===== src/rtl/bit_serial_alu_ctrl.sv =====
// Bit-serial ALU sequencer: runs a shared 1-bit arithmetic slice LSB-first over
// WIDTH cycles for pass-B, shift-left-by-1, add and subtract, producing NZCV flags.
module bit_serial_alu_ctrl #(
  parameter int WIDTH = 8
) (
  input  logic             clk,
  input  logic             reset,
  input  logic             start,
  output logic             start_ready,
  input  logic [1:0]       op,
  input  logic [WIDTH-1:0] a_in,
  input  logic [WIDTH-1:0] b_in,
  output logic [WIDTH-1:0] result,
  output logic             result_valid,
  input  logic             result_ready,
  output logic             flag_n,
  output logic             flag_z,
  output logic             flag_c,
  output logic             flag_v
);

  localparam int CNT_W = $clog2(WIDTH);
  localparam logic [CNT_W-1:0] CNT_LAST = CNT_W'(WIDTH - 1);

  // One-hot encoding so each handshake output is a single state flop
  typedef enum logic [2:0] {
    ST_IDLE = 3'b001,
    ST_RUN  = 3'b010,
    ST_DONE = 3'b100
  } state_t;

  state_t           state_r;
  state_t           state_nxt_s;
  logic [WIDTH-1:0] a_sh_r;
  logic [WIDTH-1:0] b_sh_r;
  logic [WIDTH-1:0] work_r;
  logic [1:0]       op_r;
  logic             carry_r;
  logic             prev_a_r;
  logic [CNT_W-1:0] cnt_r;
  logic [1:0]       slice_s;
  logic             last_bit_s;
  logic [WIDTH-1:0] final_s;
  logic             flag_c_s;
  logic             flag_v_s;

  // One-bit arithmetic slice; returns {cout, sum}. Subtract inverts b, the
  // initial carry-in of 1 completes the two's complement.
  function automatic logic [1:0] ab_arithmetic(
    input logic       a,
    input logic       b,
    input logic       a_shifted,
    input logic       cin,
    input logic [1:0] ctrl
  );
    logic b_eff;
    logic [1:0] res;
    b_eff = b;
    case (ctrl)
      2'b00:   res = {1'b0, b};
      2'b01:   res = {1'b0, a_shifted};
      2'b10, 2'b11: begin
        b_eff = (ctrl == 2'b11) ? ~b : b;
        res   = {(a & b_eff) | (cin & (a ^ b_eff)), a ^ b_eff ^ cin};
      end
      default: res = 2'b00;
    endcase
    return res;
  endfunction

  assign slice_s    = ab_arithmetic(a_sh_r[0], b_sh_r[0], prev_a_r, carry_r, op_r);
  assign last_bit_s = (cnt_r == CNT_LAST);
  assign final_s    = {slice_s[0], work_r[WIDTH-1:1]};

  // Carry/overflow flags from the MSB slice of the final bit cycle
  always_comb begin
    flag_c_s = 1'b0;
    flag_v_s = 1'b0;
    case (op_r)
      2'b10, 2'b11: begin
        flag_c_s = slice_s[1];
        flag_v_s = carry_r ^ slice_s[1];
      end
      2'b01: begin
        flag_c_s = a_sh_r[0];
        flag_v_s = 1'b0;
      end
      default: begin
        flag_c_s = 1'b0;
        flag_v_s = 1'b0;
      end
    endcase
  end

  // State register
  always_ff @(posedge clk) begin
    if (reset) begin
      state_r <= ST_IDLE;
    end else begin
      state_r <= state_nxt_s;
    end
  end

  // Next-state logic
  always_comb begin
    state_nxt_s = state_r;
    case (state_r)
      ST_IDLE: begin
        if (start) state_nxt_s = ST_RUN;
        else       state_nxt_s = ST_IDLE;
      end
      ST_RUN: begin
        if (last_bit_s) state_nxt_s = ST_DONE;
        else            state_nxt_s = ST_RUN;
      end
      ST_DONE: begin
        if (result_ready) state_nxt_s = ST_IDLE;
        else              state_nxt_s = ST_DONE;
      end
      default: state_nxt_s = ST_IDLE;
    endcase
  end

  // Handshake outputs decoded from the one-hot state flops
  always_comb begin
    start_ready  = 1'b0;
    result_valid = 1'b0;
    case (state_r)
      ST_IDLE: start_ready  = 1'b1;
      ST_DONE: result_valid = 1'b1;
      default: begin
        start_ready  = 1'b0;
        result_valid = 1'b0;
      end
    endcase
  end

  // Operand latch, bit-serial datapath and result/flag capture
  always_ff @(posedge clk) begin
    if (reset) begin
      a_sh_r   <= '0;
      b_sh_r   <= '0;
      work_r   <= '0;
      op_r     <= 2'b00;
      carry_r  <= 1'b0;
      prev_a_r <= 1'b0;
      cnt_r    <= '0;
      result   <= '0;
      flag_n   <= 1'b0;
      flag_z   <= 1'b0;
      flag_c   <= 1'b0;
      flag_v   <= 1'b0;
    end else begin
      case (state_r)
        ST_IDLE: begin
          if (start) begin
            a_sh_r   <= a_in;
            b_sh_r   <= b_in;
            op_r     <= op;
            carry_r  <= (op == 2'b11);
            prev_a_r <= 1'b0;
            cnt_r    <= '0;
          end
        end
        ST_RUN: begin
          work_r   <= final_s;
          a_sh_r   <= {1'b0, a_sh_r[WIDTH-1:1]};
          b_sh_r   <= {1'b0, b_sh_r[WIDTH-1:1]};
          prev_a_r <= a_sh_r[0];
          carry_r  <= slice_s[1];
          if (last_bit_s) begin
            cnt_r  <= '0;
            result <= final_s;
            flag_n <= final_s[WIDTH-1];
            flag_z <= (final_s == '0);
            flag_c <= flag_c_s;
            flag_v <= flag_v_s;
          end else begin
            cnt_r  <= cnt_r + CNT_W'(1);
          end
        end
        default: begin
          cnt_r <= cnt_r;
        end
      endcase
    end
  end

endmodule


===== config.mk =====
export PLATFORM = sky130hd
export DESIGN_NAME = bit_serial_alu_ctrl
export DESIGN_NICKNAME = d
export VERILOG_FILES = /design/src/rtl/bit_serial_alu_ctrl.sv
export SDC_FILE = /design/constraint.sdc
export NUM_CORES = 1
export LEC_CHECK = 0
export CAP_MARGIN = 20
export CORE_ASPECT_RATIO = 1.25
export CORE_UTILIZATION = 40
export CTS_CLUSTER_SIZE = 10
export DETAILED_ROUTE_END_ITERATION = 8
export PLACE_DENSITY_LB_ADDON = 0.08
export SKIP_LAST_GASP = 1
export SYNTH_ARGS = -nofsm -noshare
export SYNTH_HDL_FRONTEND = slang
export SYNTH_SLANG_ARGS = --single-unit

===== constraint.sdc =====
create_clock -name clk -period 2.4 [get_ports clk]
set_input_delay 0.48 -clock clk [delete_from_list [all_inputs] [get_ports clk]]
set_output_delay 0.48 -clock clk [all_outputs]
set_load 0.02 [all_outputs]

==> reports/metrics.json <==
{
  "pwr": {
    "switching_share_pct": 23.2,
    "power.internal_uw": 1160,
    "combinationalPowerShare_pct": 11.3,
    "netSwitchingPower_uw": 352,
    "leakagePower_uw": 0.000846,
    "power.density_nw_per_um2": 630,
    "share_clk_of_total_power_pct": 36.3,
    "seq_power_share_pct": 52.4,
    "max-vdd-ir-drop_mv": 0.310
  },
  "detailed_routing": {
    "post-route-drc-count": 0,
    "routed_wire_length_per_instance_um": 12.2,
    "via_count": 1674,
    "firstDrtPassIters": 4,
    "drt_wl_total_um": 3910,
    "detail_route.vias_per_cell": 5.21,
    "detail_route.iter0.violations": 75,
    "antenna_viol_nets_final": 0
  },
  "grt": {
    "global_route_wire_length_before_repair_um": 6830,
    "overflow": 0,
    "first_global_vias": 1465,
    "antenna_found_initial": 0,
    "largest_net_degree_at_the_start_of_global_routing": 43,
    "globalRouteTotalUtil_pct": 16.9
  },
  "clock_network": {
    "cts.clk_slew.worst_paths_ns": 0.08,
    "post_cts.repair.setup_buffers": 0,
    "cts_tree": "done",
    "clock_insertion_delay_worst_skew_ns": 0.29,
    "ctsRootBufferMaster": "sky130_fd_sc_hd__clkbuf_8",
    "clock-sinks": 44,
    "cts_max_path_buffers": 2,
    "cts_made_buffers": 5,
    "ctsHtreeMaxLevel": 2,
    "cts_repair_resize_count": 0,
    "postCtsHoldBufs": 0
  },
  "sta": {
    "relSlewSlack_pct": 69.1,
    "finalHoldWorstSlack_ns": 0.454,
    "setup_violations": 0,
    "rsz_0062_raised_after_global_routing": "false",
    "slew_violations": 0,
    "clock.fmax_mhz": 466,
    "period_needed_ns": 2.15,
    "tightestPinTransition_ns": 0.461,
    "timing.clock.skew_ns": 0.0108,
    "tns_ns": 0,
    "timing.final.crit_share_pct": 89.5,
    "timing.final.hold_violations": 0
  },
  "critical_path": {
    "worstSetupPathType": "reg -> out",
    "worstReg2RegEnd": "flag_z$_SDFFE_PP0P_",
    "worst_path_max_delay_cell": "sky130_fd_sc_hd__clkdlybuf4s50_1",
    "crit_path_max_incr_delay_ns": 0.63,
    "cp.buffers_inverters": 1,
    "setup.worst_path.end_class": "output pin",
    "worstPathMaxFanout": 11,
    "ff2ff_path_depth": 6,
    "setup.worst_path.start_class": "flip-flop",
    "worst-path-stages": 2,
    "timing.reg2reg.setup_slack_ns": 0.63,
    "worst_r2r_startpoint": "op_r[1]$_SDFFE_PP0P_",
    "critPathTopFamily": "buffers and inverters",
    "cp_cell_sequence": "nor3b_1, clkdlybuf4s50_1",
    "cp.arrival_ns": 1.67,
    "worst-endpoint-required_ns": 1.92
  },
  "synth": {
    "synth_seq_area_share_pct": 45.2,
    "synth-simple-area-share_pct": 28.1,
    "synth.net_count": 260,
    "synthesis.area_um2": 1950,
    "area_fraction_in_compound_gates_after_synthesis_pct": 15.3,
    "postSynthAreaPerCell_um2": 8.30,
    "post_synth_num_cell_types": 35,
    "yosys.area_share.xor_xnor_pct": 0.898,
    "main_combinational_cell_family_by_area_after_synthesis": "simple AND/OR/NAND/NOR gates",
    "postSynthRegisterBits": 44,
    "synth_fa_ha_area_share_pct": 2.31,
    "postSynthCellCount": 235,
    "synth.mux.area_fraction_pct": 1.60,
    "synth-warning-count": 0
  },
  "floorplanning": {
    "fp.dieW_um": 64.5,
    "die-height_um": 80.1,
    "full_die_area_um2": 5160,
    "rows": 28,
    "initial_core_util_pct": 41.6,
    "floorplan_core_area_um2": 4690,
    "pin_count": 36
  },
  "hold_path": {
    "holdCritPathClass": "reg -> reg",
    "min-delay-start": "result[6]$_SDFFE_PP0P_",
    "hold_depth": 2,
    "timing.hold.worst_endpoint": "result[6]$_SDFFE_PP0P_"
  },
  "finish": {
    "fillCellCount": 477,
    "antenna_cells": 0,
    "final_cell_mix": "sky130_fd_sc_hd__nand2_1, sky130_fd_sc_hd__dfxtp_1, sky130_fd_sc_hd__clkdlybuf4s50_1",
    "layout_cells_sized_above_1_pct": 6.90,
    "multi_input_comb_area_um2": 941,
    "ff_latch_area_um2": 881,
    "finish.net_count": 285,
    "final-instance-count-excl-fill": 321,
    "area_delta_synth_final_pct": 23.2,
    "mostFrequentLayoutCell": "sky130_fd_sc_hd__nand2_1"
  },
  "place": {
    "placed_cells_incl_taps": 313,
    "port_buffers": 35,
    "gpl.final_weighted_congestion": 0.707,
    "hpwl_reported_at_the_end_of_detailed_placement_um": 2660
  },
  "flow_run": {
    "maxCapViolations": 0
  },
  "status": {
    "outcome": "complete, no violations"
  }
}
[worst reg2reg max path, cell delays in order (launching register included)]
cell and delay, ns:
sky130_fd_sc_hd__dfxtp_1 0.50, sky130_fd_sc_hd__nand2_1 0.11, sky130_fd_sc_hd__xnor2_1 0.14, sky130_fd_sc_hd__fa_1 0.47
sky130_fd_sc_hd__nand2b_1 0.13, sky130_fd_sc_hd__o21ai_0 0.12, sky130_fd_sc_hd__a41o_1 0.20
[cell usage after synthesis, drive strengths merged]
cell     number  area [um2]
a21oi        23         115
a311oi       16         140
a31oi         1        6.26
a41o          1        10.0
and3b         1        8.76
and4bb        2        25.0
buf          13        87.6
clkbuf       10        37.5
dfxtp        44         881
fa            1        20.0
ha            2        25.0
inv           1        3.75
mux2          1        11.3
mux2i         2        20.0
nand2        67         254
nand2b        2        12.5
nand3         7        35.0
nand3b        1        7.51
nand4bb       1        11.3
nor2          4        15.0
nor3         21         105
nor3b         4        41.3
nor4          1        6.26
o211ai        2        15.0
o21ai         1        5.00
o21bai        1        7.51
or3           1        6.26
or3b          1        8.76
or4bb         1        11.3
xnor2         1        8.76
xor2          1        8.76
[worst max path at each step]
stage,from,end,slack [ns]
after floorplan,op_r[1]$_SDFFE_PP0P_,flag_z$_SDFFE_PP0P_,0.69
after global placement,start,carry_r$_SDFFE_PP0P_,0.33
after detailed placement,start,b_sh_r[6]$_SDFFE_PP0P_,0.29
after CTS,state_r[0]$_SDFF_PP1_,start_ready,0.24
after global routing,state_r[2]$_SDFF_PP0_,result_valid,0.13
final,state_r[0]$_SDFF_PP1_,start_ready,0.25
[kinds of logic after synthesis]
group | count (synthesis)
AO/OA/AOI/OAI | 45
XOR/XNOR | 2
adder cells (fa/ha/maj) | 3
flip-flops | 44
buffers and inverters | 24
AND/OR/NAND/NOR | 114
multiplexers | 3
[flip-flops by register name, summed over array words and instances (netlist names)]
name	flops
op_r	2
result	8
cnt_r	3
b_sh_r	8
a_sh_r	8
work_r	7
prev_a_r	1
flag_z	1
state_r	3
flag_c	1
carry_r	1
flag_v	1
[cell type report]
type | count | area share, %
multi-input combinational | 167 | 39.1
clock buffer | 6 | 3.02
sequential | 44 | 36.6
inverter | 1 | 0.156
clock inverter | 2 | 1.46
timing repair buffer | 41 | 16.4
tap | 60 | 3.12
[power by group through the flow]
stage,clock network [uW],registers [uW],logic [uW]
4_1_cts,568,793,174
5_1_grt,603,799,193
6_report,549,793,171
3_3_place_gp,0,810,171
3_5_place_dp,0,810,174
2_1_floorplan,0,797,126
[stage by stage]
stage               cell area [um2]  util, %  power [uW]  worst slack (ns)
floorplan                      1950        -         922             0.688
global placement               2300     48.9         981             0.328
detailed placement             2300     48.9         984             0.293
CTS                            2400     51.2        1530             0.242
global route                   2400     51.2        1590             0.128
finish                         2400     51.2        1510             0.253
[routing by layer]
metal  GRT usage [%]  vias up  wire [um]
met4            5.33        0         21
met1            19.7      767       1810
met5               0        -          0
met3            4.83        2        141
li1                -      869          -
met2            29.5       36       1940
Note: power is estimated with default switching activity, not from simulation.
